$ cat src/rtl/pipe_hazard_ctrl_pkg.sv
// rtl/pipe_hazard_ctrl_pkg.sv - shared state encoding and register constants for the hazard controller
package pipe_hazard_ctrl_pkg;

  typedef enum logic [1:0] {
    RUN    = 2'b00,
    STALL  = 2'b01,
    FLUSH  = 2'b10,
    FREEZE = 2'b11
  } hz_state_e;

  localparam logic [4:0] REG_ZERO = 5'd0;

endpackage

$ cat src/rtl/pipe_hazard_ctrl_hazard_cmp.sv
// rtl/pipe_hazard_ctrl_hazard_cmp.sv - combinational load-use hazard detector (decode sources vs EX load dest)
module hazard_cmp
  import pipe_hazard_ctrl_pkg::*;
(
  input  logic       ex_mem_read_i,
  input  logic       ex_reg_write_i,
  input  logic [4:0] ex_reg_dst_i,
  input  logic [4:0] rs_i,
  input  logic [4:0] rt_i,
  input  logic       uses_rs_i,
  input  logic       uses_rt_i,
  output logic       hazard_o
);

  logic rs_match;
  logic rt_match;

  assign rs_match = uses_rs_i && (rs_i == ex_reg_dst_i);
  assign rt_match = uses_rt_i && (rt_i == ex_reg_dst_i);

  // $zero is hardwired, so a load targeting it can never feed a consumer
  assign hazard_o = ex_mem_read_i && ex_reg_write_i && (ex_reg_dst_i != REG_ZERO)
                    && (rs_match || rt_match);

endmodule

$ cat src/rtl/pipe_hazard_ctrl.sv
// rtl/pipe_hazard_ctrl.sv - pipeline freeze/flush/stall controller; HAZARD_STATS_EN adds stall/flush counters
module pipe_hazard_ctrl
  import pipe_hazard_ctrl_pkg::*;
#(
  parameter int CNT_W = 16
) (
  input  logic             Clk,
  input  logic             Rst_n,
  input  logic [4:0]       RsIn,
  input  logic [4:0]       RtIn,
  input  logic             UsesRsIn,
  input  logic             UsesRtIn,
  input  logic             ExMemReadIn,
  input  logic [4:0]       ExRegDstIn,
  input  logic             ExRegWriteIn,
  input  logic             ExBranchTakenIn,
  input  logic             ExJumpIn,
  input  logic             MemBusyIn,
  output logic             PCWriteOut,
  output logic             IFIDWriteOut,
  output logic             IFIDFlushOut,
  output logic             IDEXWriteOut,
  output logic             IDEXBubbleOut,
  output logic [1:0]       StateOut,
  output logic [CNT_W-1:0] StallCountOut,
  output logic [CNT_W-1:0] FlushCountOut
);

  hz_state_e state_q, state_d;
  logic      pend_flush_q, pend_flush_d;
  logic      hazard;
  logic      redirect;

  hazard_cmp u_hazard_cmp (
    .ex_mem_read_i (ExMemReadIn),
    .ex_reg_write_i(ExRegWriteIn),
    .ex_reg_dst_i  (ExRegDstIn),
    .rs_i          (RsIn),
    .rt_i          (RtIn),
    .uses_rs_i     (UsesRsIn),
    .uses_rt_i     (UsesRtIn),
    .hazard_o      (hazard)
  );

  assign redirect = ExBranchTakenIn || ExJumpIn || pend_flush_q;

  // A redirect seen while frozen is remembered and replayed once memory releases
  assign pend_flush_d = MemBusyIn ? (pend_flush_q || ExBranchTakenIn || ExJumpIn) : 1'b0;

  always_ff @(posedge Clk or negedge Rst_n) begin
    if (!Rst_n) begin
      state_q      <= RUN;
      pend_flush_q <= 1'b0;
    end else begin
      state_q      <= state_d;
      pend_flush_q <= pend_flush_d;
    end
  end

  always_comb begin
    state_d = RUN;
    if (MemBusyIn)     state_d = FREEZE;
    else if (redirect) state_d = FLUSH;
    else if (hazard)   state_d = STALL;
  end

  always_comb begin
    PCWriteOut    = 1'b1;
    IFIDWriteOut  = 1'b1;
    IDEXWriteOut  = 1'b1;
    IFIDFlushOut  = 1'b0;
    IDEXBubbleOut = 1'b0;
    unique case (state_d)
      FREEZE: begin
        PCWriteOut   = 1'b0;
        IFIDWriteOut = 1'b0;
        IDEXWriteOut = 1'b0;
      end
      FLUSH: begin
        IFIDFlushOut  = 1'b1;
        IDEXBubbleOut = 1'b1;
      end
      STALL: begin
        PCWriteOut    = 1'b0;
        IFIDWriteOut  = 1'b0;
        IDEXBubbleOut = 1'b1;
      end
      default: ;
    endcase
  end

  assign StateOut = state_q;

`ifdef HAZARD_STATS_EN
  logic [CNT_W-1:0] stall_cnt_q, flush_cnt_q;

  always_ff @(posedge Clk or negedge Rst_n) begin
    if (!Rst_n) begin
      stall_cnt_q <= '0;
      flush_cnt_q <= '0;
    end else begin
      if (state_d == STALL && stall_cnt_q != '1) stall_cnt_q <= stall_cnt_q + CNT_W'(1);
      if (state_d == FLUSH && flush_cnt_q != '1) flush_cnt_q <= flush_cnt_q + CNT_W'(1);
    end
  end

  assign StallCountOut = stall_cnt_q;
  assign FlushCountOut = flush_cnt_q;
`else
  assign StallCountOut = '0;
  assign FlushCountOut = '0;
`endif

endmodule

$ cat config.mk
export PLATFORM = sky130hd
export DESIGN_NAME = pipe_hazard_ctrl
export DESIGN_NICKNAME = d
export VERILOG_FILES = /design/src/rtl/pipe_hazard_ctrl_pkg.sv /design/src/rtl/pipe_hazard_ctrl_hazard_cmp.sv /design/src/rtl/pipe_hazard_ctrl.sv
export SDC_FILE = /design/constraint.sdc
export NUM_CORES = 1
export LEC_CHECK = 0
export CORE_ASPECT_RATIO = 0.7
export CORE_UTILIZATION = 28
export DETAILED_ROUTE_END_ITERATION = 10
export PLACE_DENSITY = 0.88
export SETUP_SLACK_MARGIN = 0.5
export SKIP_LAST_GASP = 1
export SLEW_MARGIN = 25
export SYNTH_ARGS = -nofsm -noshare
export SYNTH_HDL_FRONTEND = slang
export SYNTH_HIERARCHICAL = 1
export SYNTH_SLANG_ARGS = --single-unit
$ cat constraint.sdc
create_clock -name Clk -period 3.51 [get_ports Clk]
set_clock_uncertainty 0.1 [all_clocks]
set_input_delay 0.702 -clock Clk [delete_from_list [all_inputs] [get_ports Clk]]
set_output_delay 0.702 -clock Clk [all_outputs]
set_load 0.01 [all_outputs]
======== Yosys cells after proc, flatten, opt, wreduce, memory -nomap -nowiden ========
Cells that the tools add are included.
operators by class
  mux-type cells .......................... 8
  eq/ne operators ......................... 5
  reduce and logical (&&, ||, !) cells .... 13
operators with widths
  kind                                                                   count
  5-bit equality test                                                    2
  1-bit 2-to-1 mux                                                       6
  1-bit logical AND                                                      5
  1-bit logical OR                                                       5
  5-bit nonzero test                                                     1
  2-bit equality test, second input constant                             2
  2-bit 2-to-1 mux                                                       2
  2-bit OR reduction                                                     2
  2-bit by 1-bit equality test with 1-bit output, second input constant  1
word-level totals
  register bits ........................... 3
  bits of input ports ..................... 24
  logic and storage cells ................. 28

======== Longest topological paths before layout ========
Gate-level depths: netlist of the first run.
  depth in word-level cells ............... 10
  mapped depth ............................ 7
  mapped depth without buffers ............ 7

======== By module ========
Netlist of the first run, hierarchy kept.
by module, submodules not included
  module            cells each  instances  area an instance (µm²)
  pipe_hazard_ctrl  46          1          397.9
  hazard_cmp        17          1          135.1

======== Least setup slack after synthesis of the first run ========
No wires, ideal clock.
  kind .................................... input-to-output
  start ................................... in ExRegDstIn[2]
  end ..................................... out IFIDFlushOut
  stages .................................. 5
  setup slack ............................. 0.708 ns
  arrival time ............................ 2.000 ns
  path through ............................ or4_1 > o211ai_2 > a21oi_1 > a21oi_1 > ha_1
between the ends
  longest elaborated chain between the ends .. 9
ends and longest elaborated chain
  element                                 line                                                                  source
  from (decl)                             pipe_hazard_ctrl.sv:14                                                input logic [4:0] ExRegDstIn,
  5-bit equality test (on tied branches)  pipe_hazard_ctrl_hazard_cmp.sv:18, pipe_hazard_ctrl_hazard_cmp.sv:19
  1-bit logical AND (on tied branches)    pipe_hazard_ctrl_hazard_cmp.sv:18, pipe_hazard_ctrl_hazard_cmp.sv:19
  1-bit logical OR                        pipe_hazard_ctrl_hazard_cmp.sv:23                                     && (rs_match || rt_match);
  1-bit logical AND (*)                   pipe_hazard_ctrl_hazard_cmp.sv:23
  net hazard                              pipe_hazard_ctrl.sv:31                                                logic hazard;
  1-bit 2-to-1 mux (*)                    pipe_hazard_ctrl.sv:64                                                else if (hazard) state_d = STALL;
  2-bit 2-to-1 mux (*)                    pipe_hazard_ctrl.sv:63                                                else if (redirect) state_d = FLUSH;
  2-bit 2-to-1 mux (*)                    pipe_hazard_ctrl.sv:62                                                if (MemBusyIn) state_d = FREEZE;
  2-bit equality test (*)                 pipe_hazard_ctrl.sv:73                                                unique case (state_d)
  1-bit 2-to-1 mux (*)                    pipe_hazard_ctrl.sv:73
  to (decl)                               pipe_hazard_ctrl.sv:21                                                output logic IFIDFlushOut,
Mark *: on every way through the listed nets, which the timed path passes. The rest lies on a longest branch.

======== Final worst setup path of the first run ========
  start ................................... in RsIn[2]
  end ..................................... out IFIDFlushOut
between the ends
  longest elaborated chain between the ends .. 9
ends and longest elaborated chain
  element              line                               source
  from (decl)          pipe_hazard_ctrl.sv:9              input logic [4:0] RsIn,
  5-bit equality test  pipe_hazard_ctrl_hazard_cmp.sv:18  assign rs_match = uses_rs_i && (rs_i == ex_reg_dst_i);
  1-bit logical AND    pipe_hazard_ctrl_hazard_cmp.sv:18
  1-bit logical OR     pipe_hazard_ctrl_hazard_cmp.sv:23
  1-bit logical AND    pipe_hazard_ctrl_hazard_cmp.sv:23
  net hazard           pipe_hazard_ctrl.sv:31
  1-bit 2-to-1 mux     pipe_hazard_ctrl.sv:64
  2-bit 2-to-1 mux     pipe_hazard_ctrl.sv:63
  2-bit 2-to-1 mux     pipe_hazard_ctrl.sv:62
  2-bit equality test  pipe_hazard_ctrl.sv:73
  1-bit 2-to-1 mux     pipe_hazard_ctrl.sv:73
The timed path passes the listed nets, and every way through them passes these cells.

==> results of run 1 <==
worst max-delay path, cell delays in order:
cell and delay, ns:
sky130_fd_sc_hd__clkdlybuf4s50_1 0.49, sky130_fd_sc_hd__xnor2_1 0.14, sky130_fd_sc_hd__nand3_1 0.11, sky130_fd_sc_hd__a21oi_2 0.22, sky130_fd_sc_hd__a21oi_2 0.10, sky130_fd_sc_hd__ha_2 0.20
sky130_fd_sc_hd__clkdlybuf4s15_2 0.22
per-layer routing:
layer  vias to the layer above  track usage [%]  part of all wire (%)
li1                        205                -                     -
met1                       207             12.7                    34
met5                         -                0                     0
met3                         2             1.19                   4.7
met2                        18             22.6                    60
met4                         0             5.77                   1.7
cell usage after synthesis:
master                     instances
sky130_fd_sc_hd__nand3_1           2
sky130_fd_sc_hd__inv_1             1
sky130_fd_sc_hd__conb_1            1
sky130_fd_sc_hd__nor2b_1           1
sky130_fd_sc_hd__o211ai_2          1
sky130_fd_sc_hd__nand2b_1          1
sky130_fd_sc_hd__ha_1              2
sky130_fd_sc_hd__nor3_2            1
sky130_fd_sc_hd__nor4_1            2
sky130_fd_sc_hd__dfrtp_1           3
sky130_fd_sc_hd__xor2_1            8
sky130_fd_sc_hd__or4_1             1
sky130_fd_sc_hd__buf_4            33
sky130_fd_sc_hd__a21o_1            2
sky130_fd_sc_hd__xnor2_1           2
sky130_fd_sc_hd__a21oi_1           2
cell families after synthesis:
group / after synthesis / share of synthesized area [%]
other: 1 / 0.704
AO/OA/AOI/OAI: 5 / 7.04
buffers and inverters: 34 / 47.2
adder cells (fa/ha/maj): 2 / 4.69
flip-flops: 3 / 14.1
XOR/XNOR: 10 / 16.4
AND/OR/NAND/NOR: 8 / 9.86
metrics by stage:
| step | instance area, um2 | total power [uW] | hold slack (ns) | instances |
|---|---|---|---|---|
| floorplan | 649 | 96.9 | 0.306 | 94 |
| global placement | 751 | 112 | 0.425 | 115 |
| detailed placement | 751 | 113 | 0.457 | 115 |
| CTS | 753 | 172 | 0.472 | 119 |
| global route | 773 | 187 | 0.523 | 119 |
| finish | 773 | 176 | 0.466 | 119 |
worst paths after layout:
kind / start / end / slack, ns / depth (start not counted)
min: pend_flush_q / pend_flush_q / 0.47 / 2
min in group asynchronous: Rst_n / pend_flush_q / 0.54 / 1
max in group asynchronous: Rst_n / StateOut[1] / 2.63 / 1
max reg2reg: pend_flush_q / StateOut[1] / 2.37 / 2
min reg2reg: pend_flush_q / pend_flush_q / 0.47 / 2
max: RsIn[2] / IFIDFlushOut / 0.53 / 7
power breakdown:
| group | internal, uW | switching, uW |
|---|---|---|
| Combinational | 34.5 | 40.5 |
| Sequential | 36.5 | 0.562 |
| Clock | 42.8 | 21.1 |
| Total | 114 | 62.2 |
state kept, by name (all words and copies together), names as in the netlist:
signal,flops
StateOut,2
pend_flush_q,1
repair_timing:
item                                    CTS  global route
pin swaps                                13            14
hold buffers                              0             0
endpoints found under the setup margin    5             5
gates resized for setup                  51            21
endpoints found under the hold margin     0             0
final cells by class:
cell class	count	area [um2]	share of cell area, %
Timing Repair Buffer	33	278	35.9
Multi-Input combinational cell	57	364	47.1
Inverter	1	3.75	0.485
Clock buffer	4	26.3	3.40
Tap cell	21	26.3	3.40
Sequential cell	3	75.1	9.71
==> impl_results.md, run 1 <==
* Run status: finished, final reports clean
* Endpoint required time on the critical path at 2.71 ns
* Clock Sink Count at 3
* Gr ovfl total at 0
* Crit end category: output pin
* Buffer depth of the longest clock path at 2
* Number of DRC violations after detailed-routing iteration 0 at 3
* Total number of vias at 432
* Sum Neg Setup Slack at 0 ns
* Synth cell types at 16
* Starting density of the core at 31.7%
* Number of routed nets with antenna violations at 0
* Kind of path behind the tightest hold check: register to register
* Clock latency reported for the late side of the worst-skew pair at 0.24 ns
* Num ports at 63
* Achievable clock frequency at 0.335 GHz
* First-pass GRT wire length at 1680 um
* Post-placement worst setup slack at -0.250 ns
* Post-layout minimum cycle time at 2.98 ns
* Signed area change from the synthesized netlist to the final layout at 45.1%
* Fillers at 179
* Unrepaired setup endpoints after global routing: false
* Number of optimization iterations in the first detailed-route pass at 4
* Routed WL per cell at 10.6 um
* Setup repair bufs after CTS at 0
* Area of the die at 0.00209 mm2
* Final weighted congestion in routability-driven placement at 0.831
* Placeable core region at 0.00168 mm2
* Clk Tree Root Cell: sky130_fd_sc_hd__clkbuf_4
* Top library cells by usage in the layout, fill and taps aside: sky130_fd_sc_hd__conb_1 (32), sky130_fd_sc_hd__clkdlybuf4s50_1 (11), sky130_fd_sc_hd__xor2_1 (6), sky130_fd_sc_hd__buf_4 (5), sky130_fd_sc_hd__clkbuf_2 (5)
* Final wirelength at 1260 um
* Util after Layout at 46.0%
* Clock Pin Slew Worst Setup and Hold Paths at 0.04 ns
* Die Wd at 54.2 um
* P per Cell Area at 228 mW/mm2
* Setup WS post-layout at 0.525 ns
* Die boundary height at 38.5 um
* Yosys warning count at 6
* Ratio of final minimum period to clock period at 85.0%
* Crit Path Category: input port to output pin
* Level count of the clock H-tree at 1
* Worst vdd rail ir drop at 0.115 mV
* Global Route Usage Sum at 11.8%
* Ratio of cells with drive above 1 in the final layout at 30.6%
* Max_cap viols at 0
* Number of antenna cells inserted at 0
* Maximum number of pins on one net before global-route repair at 6
* Mapped Area at 533 um2
* Mapped Cells at 63
* CTS tree: done
* Post-synth top area cell: sky130_fd_sc_hd__buf_4
* Hold Vio Cnt, Final at 0
* Initial antenna violation count at 0
* Number of global-route vias before repair at 395
* Standard-cell row count at 12
* Mean cell area of the mapped netlist at 8.46 um2
* Input/output buffers at 30
* Leakage power summed over all cells at 0.000395 uW
* Per-cell via count in the routed design at 3.63
* Half-perimeter wire length after placement at 1000 um
* Fraction of post-synthesis cell area in the top cell type by area at 46.5%
* Number of buffers inserted during clock tree synthesis at 3
* Worst setup SP type: input port
* Most common cell after layout, fill and taps aside: sky130_fd_sc_hd__conb_1
* CP Max Fanout at 3
* Proportion of synthesized chip area in sequential cells at 14.1%
* Number of max-slew violations in the final report at 0
* Number of flip-flops and latches in the synthesized netlist at 3
* Arrival time worst endpoint at 2.18 ns
* Leading cell types by total area after synthesis: sky130_fd_sc_hd__buf_4 (46%), sky130_fd_sc_hd__dfrtp_1 (14%), sky130_fd_sc_hd__xor2_1 (13%)
* Final Setup Violations at 0
* Final Net Count at 125
* Detailed-route DRC error count at 0
Note: power is estimated with default switching activity, not from simulation.
==> inputs of run 2 (changes only) <==
==> constraint.sdc (replaced) <==
create_clock -name Clk -period 3.51 [get_ports Clk]
set_clock_uncertainty 0.1 [all_clocks]
set_input_delay 0.702 -clock Clk [delete_from_list [all_inputs] [get_ports Clk]]
set_output_delay 0.702 -clock Clk [all_outputs]
set_load 0.1 [all_outputs]
==> run 2 against run 1 <==
  * Clock power down 8.6%
  * Largest cell class unchanged
  * Sequential power barely moved
  * Maximum frequency down 0.37%
  * Register-to-register slack hardly changed
  * Sequential share of layout area shrank 1.4 points
  * First-iteration DRC count decreased by 100%
  * Design area increased by 17%
  * Count of clock-buffer cells in the layout is the same
  * Largest power group unchanged
==> impl_results.md, run 2 (same netlist as run 1, synthesis figures left out) <==
* Run status: finished, final reports clean
* Clk Tree Root Cell: sky130_fd_sc_hd__clkbuf_4
* Clock latency reported for the late side of the worst-skew pair at 0.23 ns
* Transition time at the pin with the least slew margin at 0.962 ns
* Endpoint required time on the critical path at 2.71 ns
* Placeable core region at 0.00168 mm2
* Cell count of the worst reg-to-reg path at 2
* Crit Path Category: input port to output pin
* Starting density of the core at 31.7%
* Total number of vias at 427
* Number of buffers inserted during clock tree synthesis at 3
* Setup WS post-layout at 0.514 ns
* Routed WL per cell at 10.3 um
* Gr ovfl total at 0
* Worst vdd rail ir drop at 0.194 mV
* Tightest slew margin relative to the limit at 35.7%
* CTS tree: done
* Die Wd at 54.2 um
* Worst Hold Path EP: pend_flush_q
* Depth of the worst hold-timing path at 2
* Kind of path behind the tightest hold check: register to register
* Number of optimization iterations in the first detailed-route pass at 1
* First-pass GRT wire length at 1720 um
* Number of DRC violations after detailed-routing iteration 0 at 0
* Reg-to-reg critical path endpoint: StateOut[1]
* Half-perimeter wire length after placement at 1050 um
* Launch point of the worst reg-to-reg path: pend_flush_q
* Signed area change from the synthesized netlist to the final layout at 70.2%
* Final weighted congestion in routability-driven placement at 0.662
* Standard-cell row count at 12
* Initial antenna violation count at 0
* Flip-flop count of the largest register after layout at 2
* Leakage power summed over all cells at 0.000444 uW
* Top library cells by usage in the layout, fill and taps aside: sky130_fd_sc_hd__conb_1 (32), sky130_fd_sc_hd__clkdlybuf4s50_1 (10), sky130_fd_sc_hd__xor2_1 (6)
* Ratio of cells with drive above 1 in the final layout at 36.4%
* Maximum number of pins on one net before global-route repair at 6
* Reg-to-reg setup timing slack at 2.38 ns
* Post-layout minimum cycle time at 3.00 ns
* Buffer depth of the longest clock path at 2
* Min-Delay Startpoint: pend_flush_q
* Input/output buffers at 30
* Number of global-route vias before repair at 413
* Max_cap viols at 0
* Final Setup Violations at 0
* Die boundary height at 38.5 um
* Per-cell via count in the routed design at 3.56
* Arrival time worst endpoint at 2.19 ns
* Global Route Usage Sum at 12.3%
* CP Max Fanout at 3
* Number of routed nets with antenna violations at 0
* Ratio of final minimum period to clock period at 85.3%
* Clock Pin Slew Worst Setup and Hold Paths at 0.04 ns
* Level count of the clock H-tree at 1
* Worst setup SP type: input port
* Number of max-slew violations in the final report at 0
* Final wirelength at 1240 um
* Post-placement worst setup slack at 0.00676 ns
* Crit end category: output pin
* P per Cell Area at 393 mW/mm2
* Number of antenna cells inserted at 0
* Num ports at 63
* Achievable clock frequency at 0.334 GHz
* Hold Vio Cnt, Final at 0
* Sum Neg Setup Slack at 0 ns
* Most common cell after layout, fill and taps aside: sky130_fd_sc_hd__conb_1
* Unrepaired setup endpoints after global routing: true
* Area of the die at 0.00209 mm2
* Clock Sink Count at 3
* Detailed-route DRC error count at 0
* Total of hold buffers inserted after clock tree synthesis at 0
* Final Net Count at 126
-- run 2: power breakdown --
part	internal [uW]	leakage [uW]	switching, uW
Sequential	36.5	0.0000329	0.817
Clock	42.5	0.0000150	15.9
Combinational	50.9	0.000396	209
-- run 2: repair_timing --
item,4_1_cts,5_1_grt
gates resized for setup,41,23
endpoints found under the setup margin,5,5
pin swaps,11,15
buffers inserted,1,2
-- run 2: critical path, stage by stage --
cell and delay [ns]:
sky130_fd_sc_hd__buf_8 0.10, sky130_fd_sc_hd__or4_4 0.53, sky130_fd_sc_hd__o211ai_2 0.16, sky130_fd_sc_hd__a21oi_2 0.06
sky130_fd_sc_hd__buf_4 0.14, sky130_fd_sc_hd__a21oi_4 0.18, sky130_fd_sc_hd__ha_4 0.16, sky130_fd_sc_hd__buf_12 0.16
-- run 2: area by class of cell --
class	count	area, um2
inverter	1	7.51
tap	21	26.3
timing repair buffer	34	364
multi-input combinational	57	408
clock buffer	4	26.3
sequential	3	75.1
fill	168	774
-- run 2: worst max-delay path by stage --
stage / endpoint / startpoint
after floorplan: IFIDFlushOut / ExRegDstIn[2]
after global placement: IDEXWriteOut / ExRegDstIn[3]
after detailed placement: IDEXWriteOut / ExRegDstIn[3]
after CTS: IDEXWriteOut / RsIn[1]
after global routing: IDEXWriteOut / RtIn[1]
final: IFIDFlushOut / ExRegDstIn[1]
-- run 2: stage by stage --
| step | util (%) | hold slack (ns) | instance area (um2) | total power (uW) | instances |
|---|---|---|---|---|---|
| 2_1_floorplan | - | 0.306 | 693 | 271 | 94 |
| 3_3_place_gp | 49.3 | 0.441 | 830 | 292 | 113 |
| 3_5_place_dp | 49.3 | 0.457 | 830 | 293 | 113 |
| 4_1_cts | 51.3 | 0.485 | 862 | 352 | 118 |
| 5_1_grt | 53.9 | 0.503 | 907 | 370 | 120 |
| 6_report | 53.9 | 0.483 | 907 | 356 | 120 |
-- run 2: metal layers --
| metal | routed length (um) | vias up | global-route usage (%) |
|---|---|---|---|
| li1 | - | 208 | - |
| met1 | 439 | 200 | 11.8 |
| met2 | 737 | 19 | 25.9 |
| met3 | 60 | 0 | 2.38 |
| met4 | 0 | 0 | 3.85 |
| met5 | 0 | - | 0 |
